==> src/rtl/sar_pkg.sv <==
// Shared types and helpers for the SAR conversion sequencer.
package sar_pkg;

    localparam int unsigned DATA_W_DEF = 8;

    typedef enum logic [1:0] {
        StIdle,
        StStart,
        StWait,
        StHold
    } sar_state_e;

    function automatic int unsigned clog2(input int unsigned value);
        int unsigned res;
        res = 0;
        while ((32'd1 << res) < value) begin
            res++;
        end
        return res;
    endfunction

endpackage

==> src/rtl/sar_conv_sequencer_if.sv <==
// SAR-side handshake (cnvst/eoc/sar) and result stream (dout/valid/ready).
interface sar_conv_sequencer_if #(
    parameter int unsigned DATA_W = sar_pkg::DATA_W_DEF
);
    logic              cnvst;
    logic              eoc;
    logic [DATA_W-1:0] sar;
    logic [DATA_W-1:0] dout;
    logic              dout_valid;
    logic              dout_ready;

    modport master (
        output cnvst, dout, dout_valid,
        input  eoc, sar, dout_ready
    );

    modport slave (
        input  cnvst, dout, dout_valid,
        output eoc, sar, dout_ready
    );
endinterface

==> src/rtl/sar_result_fifo.sv <==
// Synchronous result FIFO with a registered head; a push when full and not popped is dropped.
module sar_result_fifo
    import sar_pkg::*;
#(
    parameter int unsigned WIDTH = 8,
    parameter int unsigned DEPTH = 4
) (
    input  logic             clk_i,
    input  logic             rst_ni,
    input  logic             push_i,
    input  logic [WIDTH-1:0] din_i,
    input  logic             pop_i,
    output logic             full_o,
    output logic             empty_o,
    output logic             drop_o,
    output logic [WIDTH-1:0] head_o
);
    localparam int unsigned AW = clog2(DEPTH);

    logic [AW:0]      wr_q, wr_d, rd_q, rd_d;
    logic [WIDTH-1:0] mem_q [DEPTH];
    logic [WIDTH-1:0] head_q, head_d;
    logic             push_ok, pop_ok;

    assign empty_o = (wr_q == rd_q);
    assign full_o  = (wr_q[AW] != rd_q[AW]) && (wr_q[AW-1:0] == rd_q[AW-1:0]);
    assign pop_ok  = pop_i && !empty_o;
    assign push_ok = push_i && (!full_o || pop_ok);
    assign drop_o  = push_i && !push_ok;
    assign head_o  = head_q;

    always_comb begin
        wr_d = wr_q + {{AW{1'b0}}, push_ok};
        rd_d = rd_q + {{AW{1'b0}}, pop_ok};
        // Head tracks the post-update memory so dout is ready the cycle after a push.
        if (push_ok && (wr_q[AW-1:0] == rd_d[AW-1:0])) begin
            head_d = din_i;
        end else begin
            head_d = mem_q[rd_d[AW-1:0]];
        end
    end

    always_ff @(posedge clk_i or negedge rst_ni) begin
        if (!rst_ni) begin
            wr_q   <= '0;
            rd_q   <= '0;
            head_q <= '0;
            for (int i = 0; i < int'(DEPTH); i++) begin
                mem_q[i] <= '0;
            end
        end else begin
            wr_q   <= wr_d;
            rd_q   <= rd_d;
            head_q <= head_d;
            if (push_ok) begin
                mem_q[wr_q[AW-1:0]] <= din_i;
            end
        end
    end

endmodule

==> src/rtl/sar_conv_sequencer.sv <==
// Periodic SAR conversion initiator with result FIFO and sticky error flags.
// Define SAR_AVG4_EN to push the mean of every 4 completed conversions instead of raw results.
module sar_conv_sequencer
    import sar_pkg::*;
#(
    parameter int unsigned DATA_W     = DATA_W_DEF,
    parameter int unsigned PER_W      = 8,
    parameter int unsigned CNVST_W    = 2,
    parameter int unsigned TIMEOUT    = 64,
    parameter int unsigned FIFO_DEPTH = 4
) (
    input  logic                        clk_i,
    input  logic                        rst_ni,
    input  logic                        en_i,
    input  logic [PER_W-1:0]            period_i,
    input  logic                        clr_i,
    sar_conv_sequencer_if.master        bus_io,
    output logic                        overrun_o,
    output logic                        timeout_err_o,
    output logic                        busy_o
);
    localparam int unsigned CYC_MAX = (TIMEOUT > CNVST_W) ? TIMEOUT : CNVST_W;
    localparam int unsigned CYC_W   = clog2(CYC_MAX + 1);

    sar_state_e        state_q, state_d;
    logic [CYC_W-1:0]  cyc_q, cyc_d;
    logic [PER_W-1:0]  per_q, per_d;
    logic              cnvst_q, cnvst_d;
    logic              eoc_q;
    logic              overrun_q, timeout_q;
    logic              eoc_rise, complete, tmo_set, idle_entry;
    logic              push, fifo_full, fifo_empty, fifo_drop, pop;
    logic [DATA_W-1:0] push_data, fifo_head;

    assign eoc_rise = bus_io.eoc & ~eoc_q;

    always_comb begin
        state_d  = state_q;
        cyc_d    = cyc_q;
        per_d    = (per_q == '1) ? per_q : per_q + 1'b1;
        complete = 1'b0;
        tmo_set  = 1'b0;
        unique case (state_q)
            StIdle: begin
                if (en_i) state_d = StStart;
            end
            StStart: begin
                if (cyc_q == CYC_W'(CNVST_W - 1)) begin
                    state_d = StWait;
                    cyc_d   = '0;
                end else begin
                    cyc_d = cyc_q + 1'b1;
                end
            end
            StWait: begin
                if (eoc_rise) begin
                    complete = 1'b1;
                    state_d  = StHold;
                end else if (cyc_q == CYC_W'(TIMEOUT - 1)) begin
                    tmo_set = 1'b1;
                    state_d = StHold;
                end else begin
                    cyc_d = cyc_q + 1'b1;
                end
            end
            StHold: begin
                if (!en_i) begin
                    state_d = StIdle;
                end else if (per_q >= period_i) begin
                    state_d = StStart;
                end
            end
            default: state_d = StIdle;
        endcase
        if ((state_d == StStart) && (state_q != StStart)) begin
            per_d = PER_W'(1);
            cyc_d = '0;
        end
        cnvst_d    = (state_d == StStart);
        idle_entry = (state_d == StIdle) && (state_q != StIdle);
    end

`ifdef SAR_AVG4_EN
    logic [DATA_W+1:0] acc_q, acc_d, acc_sum;
    logic [1:0]        avg_cnt_q, avg_cnt_d;

    always_comb begin
        acc_sum   = acc_q + {2'b00, bus_io.sar};
        acc_d     = acc_q;
        avg_cnt_d = avg_cnt_q;
        push      = 1'b0;
        push_data = acc_sum[DATA_W+1:2];
        if (idle_entry) begin
            acc_d     = '0;
            avg_cnt_d = '0;
        end else if (complete) begin
            if (avg_cnt_q == 2'd3) begin
                push      = 1'b1;
                acc_d     = '0;
                avg_cnt_d = '0;
            end else begin
                acc_d     = acc_sum;
                avg_cnt_d = avg_cnt_q + 2'd1;
            end
        end
    end

    always_ff @(posedge clk_i or negedge rst_ni) begin
        if (!rst_ni) begin
            acc_q     <= '0;
            avg_cnt_q <= '0;
        end else begin
            acc_q     <= acc_d;
            avg_cnt_q <= avg_cnt_d;
        end
    end
`else
    assign push      = complete;
    assign push_data = bus_io.sar;
`endif

    assign pop = bus_io.dout_ready;

    sar_result_fifo #(
        .WIDTH (DATA_W),
        .DEPTH (FIFO_DEPTH)
    ) u_fifo (
        .clk_i   (clk_i),
        .rst_ni  (rst_ni),
        .push_i  (push),
        .din_i   (push_data),
        .pop_i   (pop),
        .full_o  (fifo_full),
        .empty_o (fifo_empty),
        .drop_o  (fifo_drop),
        .head_o  (fifo_head)
    );

    always_ff @(posedge clk_i or negedge rst_ni) begin
        if (!rst_ni) begin
            state_q   <= StIdle;
            cyc_q     <= '0;
            per_q     <= '0;
            cnvst_q   <= 1'b0;
            eoc_q     <= 1'b0;
            overrun_q <= 1'b0;
            timeout_q <= 1'b0;
        end else begin
            state_q   <= state_d;
            cyc_q     <= cyc_d;
            per_q     <= per_d;
            cnvst_q   <= cnvst_d;
            eoc_q     <= bus_io.eoc;
            // Set beats a coincident clear.
            overrun_q <= fifo_drop | (overrun_q & ~clr_i);
            timeout_q <= tmo_set | (timeout_q & ~clr_i);
        end
    end

    assign bus_io.cnvst      = cnvst_q;
    assign bus_io.dout       = fifo_head;
    assign bus_io.dout_valid = ~fifo_empty;
    assign overrun_o         = overrun_q;
    assign timeout_err_o     = timeout_q;
    assign busy_o            = (state_q != StIdle);

    logic unused_full;
    assign unused_full = fifo_full;

endmodule

==> src/flat_wrapper.sv <==
// flat-port wrapper written by rule: the top's interface ports become plain ports
module sar_conv_sequencer_flat import sar_pkg::*;
#(
    parameter int unsigned DATA_W     = DATA_W_DEF,
    parameter int unsigned PER_W      = 8,
    parameter int unsigned CNVST_W    = 2,
    parameter int unsigned TIMEOUT    = 64,
    parameter int unsigned FIFO_DEPTH = 4
)
  (clk_i, rst_ni, en_i, period_i, clr_i, overrun_o, timeout_err_o, busy_o, bus_io_cnvst, bus_io_dout, bus_io_dout_valid, bus_io_eoc, bus_io_sar, bus_io_dout_ready);
  sar_conv_sequencer_if #(.DATA_W(DATA_W)) bus_io_i ();
  input  logic clk_i;
  input  logic rst_ni;
  input  logic en_i;
  input  logic [PER_W-1:0] period_i;
  input  logic clr_i;
  output logic overrun_o;
  output logic timeout_err_o;
  output logic busy_o;
  output wire logic [$bits(bus_io_i.cnvst)-1:0] bus_io_cnvst;
  output wire logic [$bits(bus_io_i.dout)-1:0] bus_io_dout;
  output wire logic [$bits(bus_io_i.dout_valid)-1:0] bus_io_dout_valid;
  input wire logic [$bits(bus_io_i.eoc)-1:0] bus_io_eoc;
  input wire logic [$bits(bus_io_i.sar)-1:0] bus_io_sar;
  input wire logic [$bits(bus_io_i.dout_ready)-1:0] bus_io_dout_ready;
  assign bus_io_cnvst = bus_io_i.cnvst;
  assign bus_io_dout = bus_io_i.dout;
  assign bus_io_dout_valid = bus_io_i.dout_valid;
  assign bus_io_i.eoc = bus_io_eoc;
  assign bus_io_i.sar = bus_io_sar;
  assign bus_io_i.dout_ready = bus_io_dout_ready;
  sar_conv_sequencer #(.DATA_W(DATA_W), .PER_W(PER_W), .CNVST_W(CNVST_W), .TIMEOUT(TIMEOUT), .FIFO_DEPTH(FIFO_DEPTH)) u_core (.clk_i(clk_i), .rst_ni(rst_ni), .en_i(en_i), .period_i(period_i), .clr_i(clr_i), .bus_io(bus_io_i), .overrun_o(overrun_o), .timeout_err_o(timeout_err_o), .busy_o(busy_o));
endmodule
==> config.mk <==
export PLATFORM = sky130hd
export DESIGN_NAME = sar_conv_sequencer_flat
export DESIGN_NICKNAME = d
export VERILOG_FILES = /design/src/rtl/sar_pkg.sv /design/src/rtl/sar_conv_sequencer_if.sv /design/src/rtl/sar_result_fifo.sv /design/src/rtl/sar_conv_sequencer.sv /design/src/flat_wrapper.sv
export SDC_FILE = /design/constraint.sdc
export NUM_CORES = 1
export LEC_CHECK = 0
export CORE_MARGIN = 2
export CORE_UTILIZATION = 40
export DETAILED_ROUTE_END_ITERATION = 10
export PLACE_DENSITY_LB_ADDON = 0.15
export SYNTH_ARGS = -nofsm -noshare
export SYNTH_HDL_FRONTEND = slang
export SYNTH_SLANG_ARGS = --single-unit
==> constraint.sdc <==
create_clock -name clk_i -period 6.8 [get_ports clk_i]
set_clock_uncertainty 0.1 [all_clocks]
set_input_delay 1.02 -clock clk_i [delete_from_list [all_inputs] [get_ports clk_i]]
set_output_delay 1.02 -clock clk_i [all_outputs]
set_load 0.005 [all_outputs]
# --- After elaboration in Yosys (flattened, before gate mapping) ---
# Index checks and enable logic that the tools add are counted.
op_classes:
  addsub: 4
  n_mul: 0
  div: 0
  n_lt_le_gt_ge: 4
  eq_ne: 15
  shift: 0
  mux: 26
  bitwise_logic: 10
  n_reduce_logical: 15
ops:
  columns: ["op", "n"]
  rows:
  - ["$mux W8", 6]
  - ["$bwmux W32", 1]
  - ["$mux W7", 4]
  - ["$bmux W8 S2", 1]
  - ["$demux W8 S2", 1]
  - ["$pmux W7 S2", 1]
  - ["$mux W2", 6]
  - ["$add A8 B1 Y8 const B", 1]
  - ["$eq A8 B8 Y1 const B", 1]
  - ["$ge A8 B8 Y1", 1]
  - ["$pmux W2 S4", 1]
  - ["$add A7 B1 Y7 const B", 1]
  - ["$eq A7 B1 Y1 const B", 1]
  - ["$eq A7 B6 Y1 const B", 1]
  - ["$logic_and A1 B1 Y1", 7]
  - ["$add A3 B1 Y3", 2]
  - ["$ge A3 B3 Y1 const B", 2]
  - ["$ne A3 B3 Y1 const B", 2]
  - ["$not A2 Y3", 2]
  - ["$mux W1", 5]
  - ["$eq A2 B1 Y1 const B", 2]
  - ["$eq A2 B2 Y1", 2]
  - ["$eq A2 B2 Y1 const B", 2]
  - ["$and A1 B1 Y1", 3]
  - ["other kinds (13)", 18]
totals:
  regBits: 67
  latchBits: 0
  ramBits: 0
  mem_bits_ro: 0
  output_inout_bits: 13
  wordCells: 88
  mem_count: 0

# --- Depth between registers and ports, before layout ---
depth:
  word_depth: 9
  mapped_depth: 11
  ltp_nobuf: 9

# --- Cells and area by module ---
# Synthesis repeated with hierarchy kept, for this count alone.
hier_totals:
  cells_unflattened: 282
  area_unflattened_um2: 3523.4
modules_own_cells:
  columns: ["mod", "n_inst", "cells_per_inst", "area_per_inst_um2", "seq_area_each_um2"]
  rows:
  - ["sar_result_fifo", 1, 127, 2093.3, 1151.1]
  - ["sar_conv_sequencer", 1, 155, 1430.1, 525.5]

# --- Worst setup path after synthesis ---
# Ideal clock, no wire load.
synth_path:
  path_kind: "in2reg"
  start: "in bus_io_dout_ready"
  end: "reg u_core.u_fifo.head_q[0], in the netlist u_core.u_fifo.head_o[0]"
  setup_time_ns: 0.125
  arrival_ns: 2.746
  t_required_ns: 6.575
  path_slack_ns: 3.829
  stages: 7
  path_cell_list: "and2_1 > ha_1 > ha_1 > clkbuf_1 > xor2_1 > nor3_4 > mux2_2"
synth_via:
  elab_chain_cells: 7
synth_lines:
  columns: ["item", "line", "rtl"]
  rows:
  - ["start: declaration", "flat_wrapper.sv:25", "input wire logic [$bits(bus_io_i.dout_ready)-1:0] bus_io_dout_ready;"]
  - ["$logic_and A1 B1 Y1 *", "sar_result_fifo.sv:27", "assign pop_ok = pop_i && !empty_o;"]
  - ["$add A3 B1 Y3 *", "sar_result_fifo.sv:34", "rd_d = rd_q + {{AW{1'b0}}, pop_ok};"]
  - ["via u_core.u_fifo.rd_d[1]", "sar_result_fifo.sv:20", "logic [AW:0] wr_q, wr_d, rd_q, rd_d;"]
  - ["$not A2 Y3 (not written as such)", "sar_result_fifo.sv:39", "head_d = mem_q[rd_d[AW-1:0]];"]
  - ["$bmux W8 S2", "sar_result_fifo.sv:39", null]
  - ["$mux W8 (not written as such) (2 in series)", "sar_result_fifo.sv:39", null]
  - ["$mux W8 *", "sar_result_fifo.sv:36", "if (push_ok && (wr_q[AW-1:0] == rd_d[AW-1:0])) begin"]
  - ["via u_core.u_fifo.head_d[0]", "sar_result_fifo.sv:22", "logic [WIDTH-1:0] head_q, head_d;"]
  - ["end signal: assignment", "sar_result_fifo.sv:47", "head_q <= '0;"]
  - ["end signal: assignment", "sar_result_fifo.sv:54", "head_q <= head_d;"]
  - ["end: declaration", "sar_result_fifo.sv:22", null]
# Mark *: on every way through the listed nets, which the timed path passes. The rest lies on a longest branch. The select of a mux whose other input is x is not followed.
# A chain may end at the register's enable or synchronous reset.

# --- Worst setup path in the final report ---
layout_path:
  start: "in bus_io_dout_ready"
  end: "reg u_core.u_fifo.head_q[2], in the netlist u_core.u_fifo.head_o[2]"
# Same word-level chain as after synthesis.

==> results.cfg <==
[clocking]
clockBufferDepth = 2
cts_buffers = 9
clk_pin_slew_ps = 70
cts_sinks = 67
cts_tree = yes
htree_levels = 3
hold_buffers = 0
clockRootBuffer = clkbuf_8
cts_resized = 0
post-cts-setup-buffer-count = 0
clock_latency_ps = 340

[synthesis]
synth-edff-count = 0
ys.warnings.count = 0
synth-seq-cells = 67
ys_types = 47
synthArstFlopShare = 1.00
synth_area_sq_um = 3350
ys_seq_area_frac = 0.500
syn_area_per_cell_sq_um = 12.4
syn_inst = 270
synth_flop_cell = dfrtp_1
synthesis.nets = 307

[pwr]
p_sw_frac = 0.338
leakage_nw = 1.83
ir_worst_vdd_mv = 0.149
combPwrFrac = 0.365
switchingPower_mw = 0.491
cell_internal_pwr_mw = 0.961
power_frac_clock = 0.211
power_density_nw_per_um2 = 365
power_frac_seq = 0.423

[placed_design]
io_buffers = 34
postPlaceCellArea_sq_um = 3790
place_congestion = 0.767
hpwl_um = 4210
place_ws_ps = 3180

[global_routing]
grt_usage = 0.153
grt_start_max_net_pins = 68
grt_overflow = 0
grt_pass1_vias = 2235
grt_pass1_wl_um = 10500
antenna_found_initial = 0

[sta]
setup-tns-final_ps = 0
slew_headroom = 0.439
finalWorstSetupSlack_ps = 3550
post-route-min-period_ps = 3250
setup_viol = 0
worstMarginPinSlew_ps = 841
slew_violations = 0
fin_crit_sh = 0.478
hold_viol = 0
grt_setup_unrepaired = false
fmax_mhz = 307

[floorplanning]
initial_utilization = 0.410
core_sq_um = 8180
rows = 33
ios = 35
dieArea_sq_um = 9130
die_w_um = 95.6
die_y_um = 95.6

[worst_setup_path]
slowest_stage = ha_1
cp_max_fo = 10
crit_chain = clkdlybuf4s50_1 > and2_1 > ha_1 > ha_1 > xor2_1 > nor3_4 > mux2_2
max_stage_delay_ps = 590
criticalPathCategory = in2reg
cp-start-kind = primary input
cp.required_ps = 6930
crit_arrival_ps = 3380
path_common_cell = ha_1
critPathCaptureType = flop

[run_status]
status = complete, no violations

[detailed_routing]
wl_per_cell_um = 14.9
viasPerCell = 5.11
vias = 2146
drc = 0
wl_um = 6260
drt_iter0_markers = 65
route.antenna.remaining_nets = 0
drtPass1Iterations = 4

[hold_path]
min_path_type = reg2reg

[layout]
nNetsFinal = 347
final_cell_mix = 67 x dfrtp_1, 40 x mux2_2, 33 x clkdlybuf4s50_1
fillers = 758
mostFrequentLayoutCell = dfrtp_1
diodes = 0
syn_to_final_growth_pct = 18.8
final_area_sq_um = 3980
drive_gt1_frac = 0.244

[run]
maxCapViolCount = 0
-- power by group through the flow --
stage	Combinational [mW]	Clock [mW]	Sequential, mW
floorplan	0.436	0	0.574
global placement	0.522	0	0.623
detailed placement	0.538	0	0.623
CTS	0.540	0.322	0.616
global route	0.594	0.336	0.633
finish	0.530	0.307	0.615
-- registers in the layout, summed over array words and instances, names as in the netlist --
register and flops:
u_core.overrun_o 1, u_core.u_fifo.head_o 8, u_core.eoc_q 1, u_core.u_fifo.mem_q 32, u_core.bus_io.cnvst 1, u_core.state_q 2
u_core.timeout_err_o 1, u_core.cyc_q 7, u_core.u_fifo.wr_q 3, u_core.per_q 8, u_core.u_fifo.rd_q 3
-- logic make-up (layout without fill, tap and decap cells) --
| family | Yosys count | in the layout | share of synthesized area |
|---|---|---|---|
| simple gates | 71 | 71 | 0.125 |
| flops | 67 | 67 | 0.500 |
| mux | 50 | 50 | 0.194 |
| compound gates | 31 | 31 | 0.0623 |
| buf+inv | 24 | 69 | 0.0313 |
| fa+ha+maj | 15 | 15 | 0.0559 |
| xor+xnor | 12 | 12 | 0.0313 |
-- per-layer routing --
layer / wire [um] / part of all wire / global-route usage
met1: 2810 / 0.45 / 0.184
met2: 3050 / 0.49 / 0.257
met3: 279 / 0.045 / 0.0419
met5: 0 / 0 / 0
met4: 115 / 0.018 / 0.0631
-- critical path: cells and delay by family --
family                     cells  cell delay [ps]
xor gates and xnor gates       1              190
adders and majority gates      2              770
buffers and inverters          1              420
muxes                          1              390
and+or+nand+nor                2              590
-- worst paths after layout --
kind                                            startpoint                             endpoint  slack (ps)  cells after the start
setup / recovery                         bus_io_dout_ready    u_core.u_fifo.head_o[2]$_DFF_PN0_        3550                      7
hold / removal             u_core.u_fifo.rd_q[2]$_DFF_PN0_      u_core.u_fifo.rd_q[2]$_DFF_PN0_         380                      1
setup reg to reg           u_core.u_fifo.wr_q[1]$_DFF_PN0_    u_core.u_fifo.head_o[2]$_DFF_PN0_        3570                      9
hold reg to reg            u_core.u_fifo.rd_q[2]$_DFF_PN0_      u_core.u_fifo.rd_q[2]$_DFF_PN0_         380                      1
max in group asynchronous                           rst_ni  u_core.u_fifo.mem_q[24]$_DFFE_PN0P_        5290                      2
min in group asynchronous                           rst_ni          u_core.cyc_q[1]$_DFFE_PN0P_         760                      2
-- synthesized netlist by cell type (all sizes together), types with 4 or more instances --
master | instances | area (sq um)
nand2 | 11 | 41.3
dfrtp | 67 | 1680
mux4 | 8 | 180
nor2 | 18 | 67.6
o21ai | 4 | 20.0
inv | 17 | 63.8
a21oi | 11 | 55.1
xor2 | 6 | 52.6
ha | 15 | 188
xnor2 | 6 | 52.6
mux2 | 40 | 450
nand3 | 6 | 35.0
nor3 | 7 | 57.6
or2 | 4 | 25.0
buf | 4 | 28.8
-- layout make-up --
type / instances / area (sq um) / area share
Clock buffer: 12 / 165 / 0.0415
Clock inverter: 4 / 23.8 / 0.00597
Inverter: 17 / 63.8 / 0.0160
Multi-Input combinational cell: 179 / 1570 / 0.395
Sequential cell: 67 / 1680 / 0.421
Tap cell: 105 / 131 / 0.0330
Timing Repair Buffer: 36 / 350 / 0.0879
-- metrics by stage --
stage / cells / hold slack (ps) / power, mW / utilization
after floorplan: 270 / 359 / 1.01 / -
after global placement: 404 / 374 / 1.14 / 0.464
after detailed placement: 404 / 378 / 1.16 / 0.464
after CTS: 420 / 391 / 1.48 / 0.487
after global routing: 420 / 414 / 1.56 / 0.487
final: 420 / 385 / 1.45 / 0.487
Note: power is estimated with default switching activity, not from simulation.
==> RTL change (same flow settings) <==
The 4 states of `sar_state_e` get a one-hot encoding in 4 bits.
--- a/src/rtl/sar_pkg.sv
+++ b/src/rtl/sar_pkg.sv
@@ -3,11 +3,11 @@
 
     localparam int unsigned DATA_W_DEF = 8;
 
-    typedef enum logic [1:0] {
-        StIdle,
-        StStart,
-        StWait,
-        StHold
+    typedef enum logic [3:0] {
+        StIdle  = 4'b0001,
+        StStart = 4'b0010,
+        StWait  = 4'b0100,
+        StHold  = 4'b1000
     } sar_state_e;
 
     function automatic int unsigned clog2(input int unsigned value);
Behaviour: no difference found for any inputs over 10 cycles, from zero or initial values and one cycle with rst_ni low; not proved beyond that.
==> RTL change against the original RTL <==
- setup slack got worse by 130 ps
- critical path type unchanged
- maximum frequency down 3.8%
- sequential share of layout area fell by 0.54 points
- wire length rose by 3.2%
- sequential cell count increased by 2
- clock power is 26% higher
- area after synthesis is 4.0% higher
- total power is 12% lower
- final area is 4.4% higher
- combinational power down 32%
- highest routed layer unchanged
==> RTL change: results <==
export IMPL_seq_share_pct=41.5
export IMPL_cp_top_family="compound AO/OA/AOI/OAI gates"
export IMPL_synth_seq_area_share_pct=49.6
export IMPL_r2r_cells=8
export IMPL_dp_hpwl_um=4330
export IMPL_drtIter0Drc=60
export IMPL_die_w_um=97.4
export IMPL_power_leakage_nw=1.95
export IMPL_r2r_slack_ps=3740
export IMPL_buffers_excl_clock=35
export IMPL_synth_compound_area_share_pct=7.25
export IMPL_endpoint="u_core.cyc_q[4]$_DFFE_PN0P_"
export IMPL_wirelength_um=6460
export IMPL_synthDistinctLibCells=60
export IMPL_synth_xor_area_share_pct=2.51
export IMPL_post_route_util_pct=48.4
export IMPL_num_multi_input_gates=185
export IMPL_grt_util_met1_pct=21.5
export IMPL_num_nonclk_inverters=15
export IMPL_rr_endpoint="u_core.u_fifo.head_o[7]$_DFF_PN0_"
export IMPL_post_route_min_period_ps=3380
export IMPL_netlist_top_cells_count="dfrtp_1, mux2_2, nor2_1"
export IMPL_status="completed"
export IMPL_fin_nets=352
export IMPL_syn_nets=312
export IMPL_met2_usage_pct=22.4
export IMPL_post_drt_via_cell_ratio=5.20
export IMPL_worstMarginPinSlew_ps=893
export IMPL_cp_num_buf_inv=2
export IMPL_worstPathMaxFanout=11
export IMPL_muxShareOfSynthArea_pct=18.4
[RTL change: cell count changes in the layout (fill, tap and decap cells not counted), sizes merged, moves of 3 or more]
cell	unedited run	this run
nand3	6	10
nand2b	2	6
nor3	7	4
clkinv	4	1
a221o	0	3
or2	4	1
nand2	11	14
o21ai	4	7
clkbuf	12	9
a21oi	11	4
[RTL change: cell families after synthesis]
| logic type | count (synthesis) |
|---|---|
| simple gates | 78 |
| flops | 69 |
| mux | 49 |
| compound gates | 33 |
| buf+inv | 21 |
| fa+ha+maj | 15 |
| xor+xnor | 10 |
[RTL change: how the worst min path moves through the flow]
stage	from	slack [ps]	endpoint
3_5_place_dp	u_core.u_fifo.rd_q[2]$_DFF_PN0_	380	u_core.u_fifo.rd_q[2]$_DFF_PN0_
3_3_place_gp	u_core.u_fifo.rd_q[2]$_DFF_PN0_	380	u_core.u_fifo.rd_q[2]$_DFF_PN0_
6_report	u_core.u_fifo.rd_q[2]$_DFF_PN0_	400	u_core.u_fifo.rd_q[2]$_DFF_PN0_
2_1_floorplan	u_core.u_fifo.wr_q[2]$_DFF_PN0_	360	u_core.u_fifo.wr_q[2]$_DFF_PN0_
4_1_cts	u_core.u_fifo.rd_q[2]$_DFF_PN0_	400	u_core.u_fifo.rd_q[2]$_DFF_PN0_
5_1_grt	u_core.u_fifo.rd_q[2]$_DFF_PN0_	400	u_core.u_fifo.rd_q[2]$_DFF_PN0_
[RTL change: per-layer routing]
layer / share of wire [%] / up-vias
met2: 44 / 34
met4: 1.5 / 0
met3: 3.0 / 8
li1: - / 1078
met5: 0 / -
met1: 51 / 1105
[RTL change: where the power goes]
part / leakage (nW) / internal [mW] / switching [mW]
logic: 0.913 / 0.169 / 0.190
clock network: 0.115 / 0.212 / 0.176
registers: 0.918 / 0.465 / 0.0659
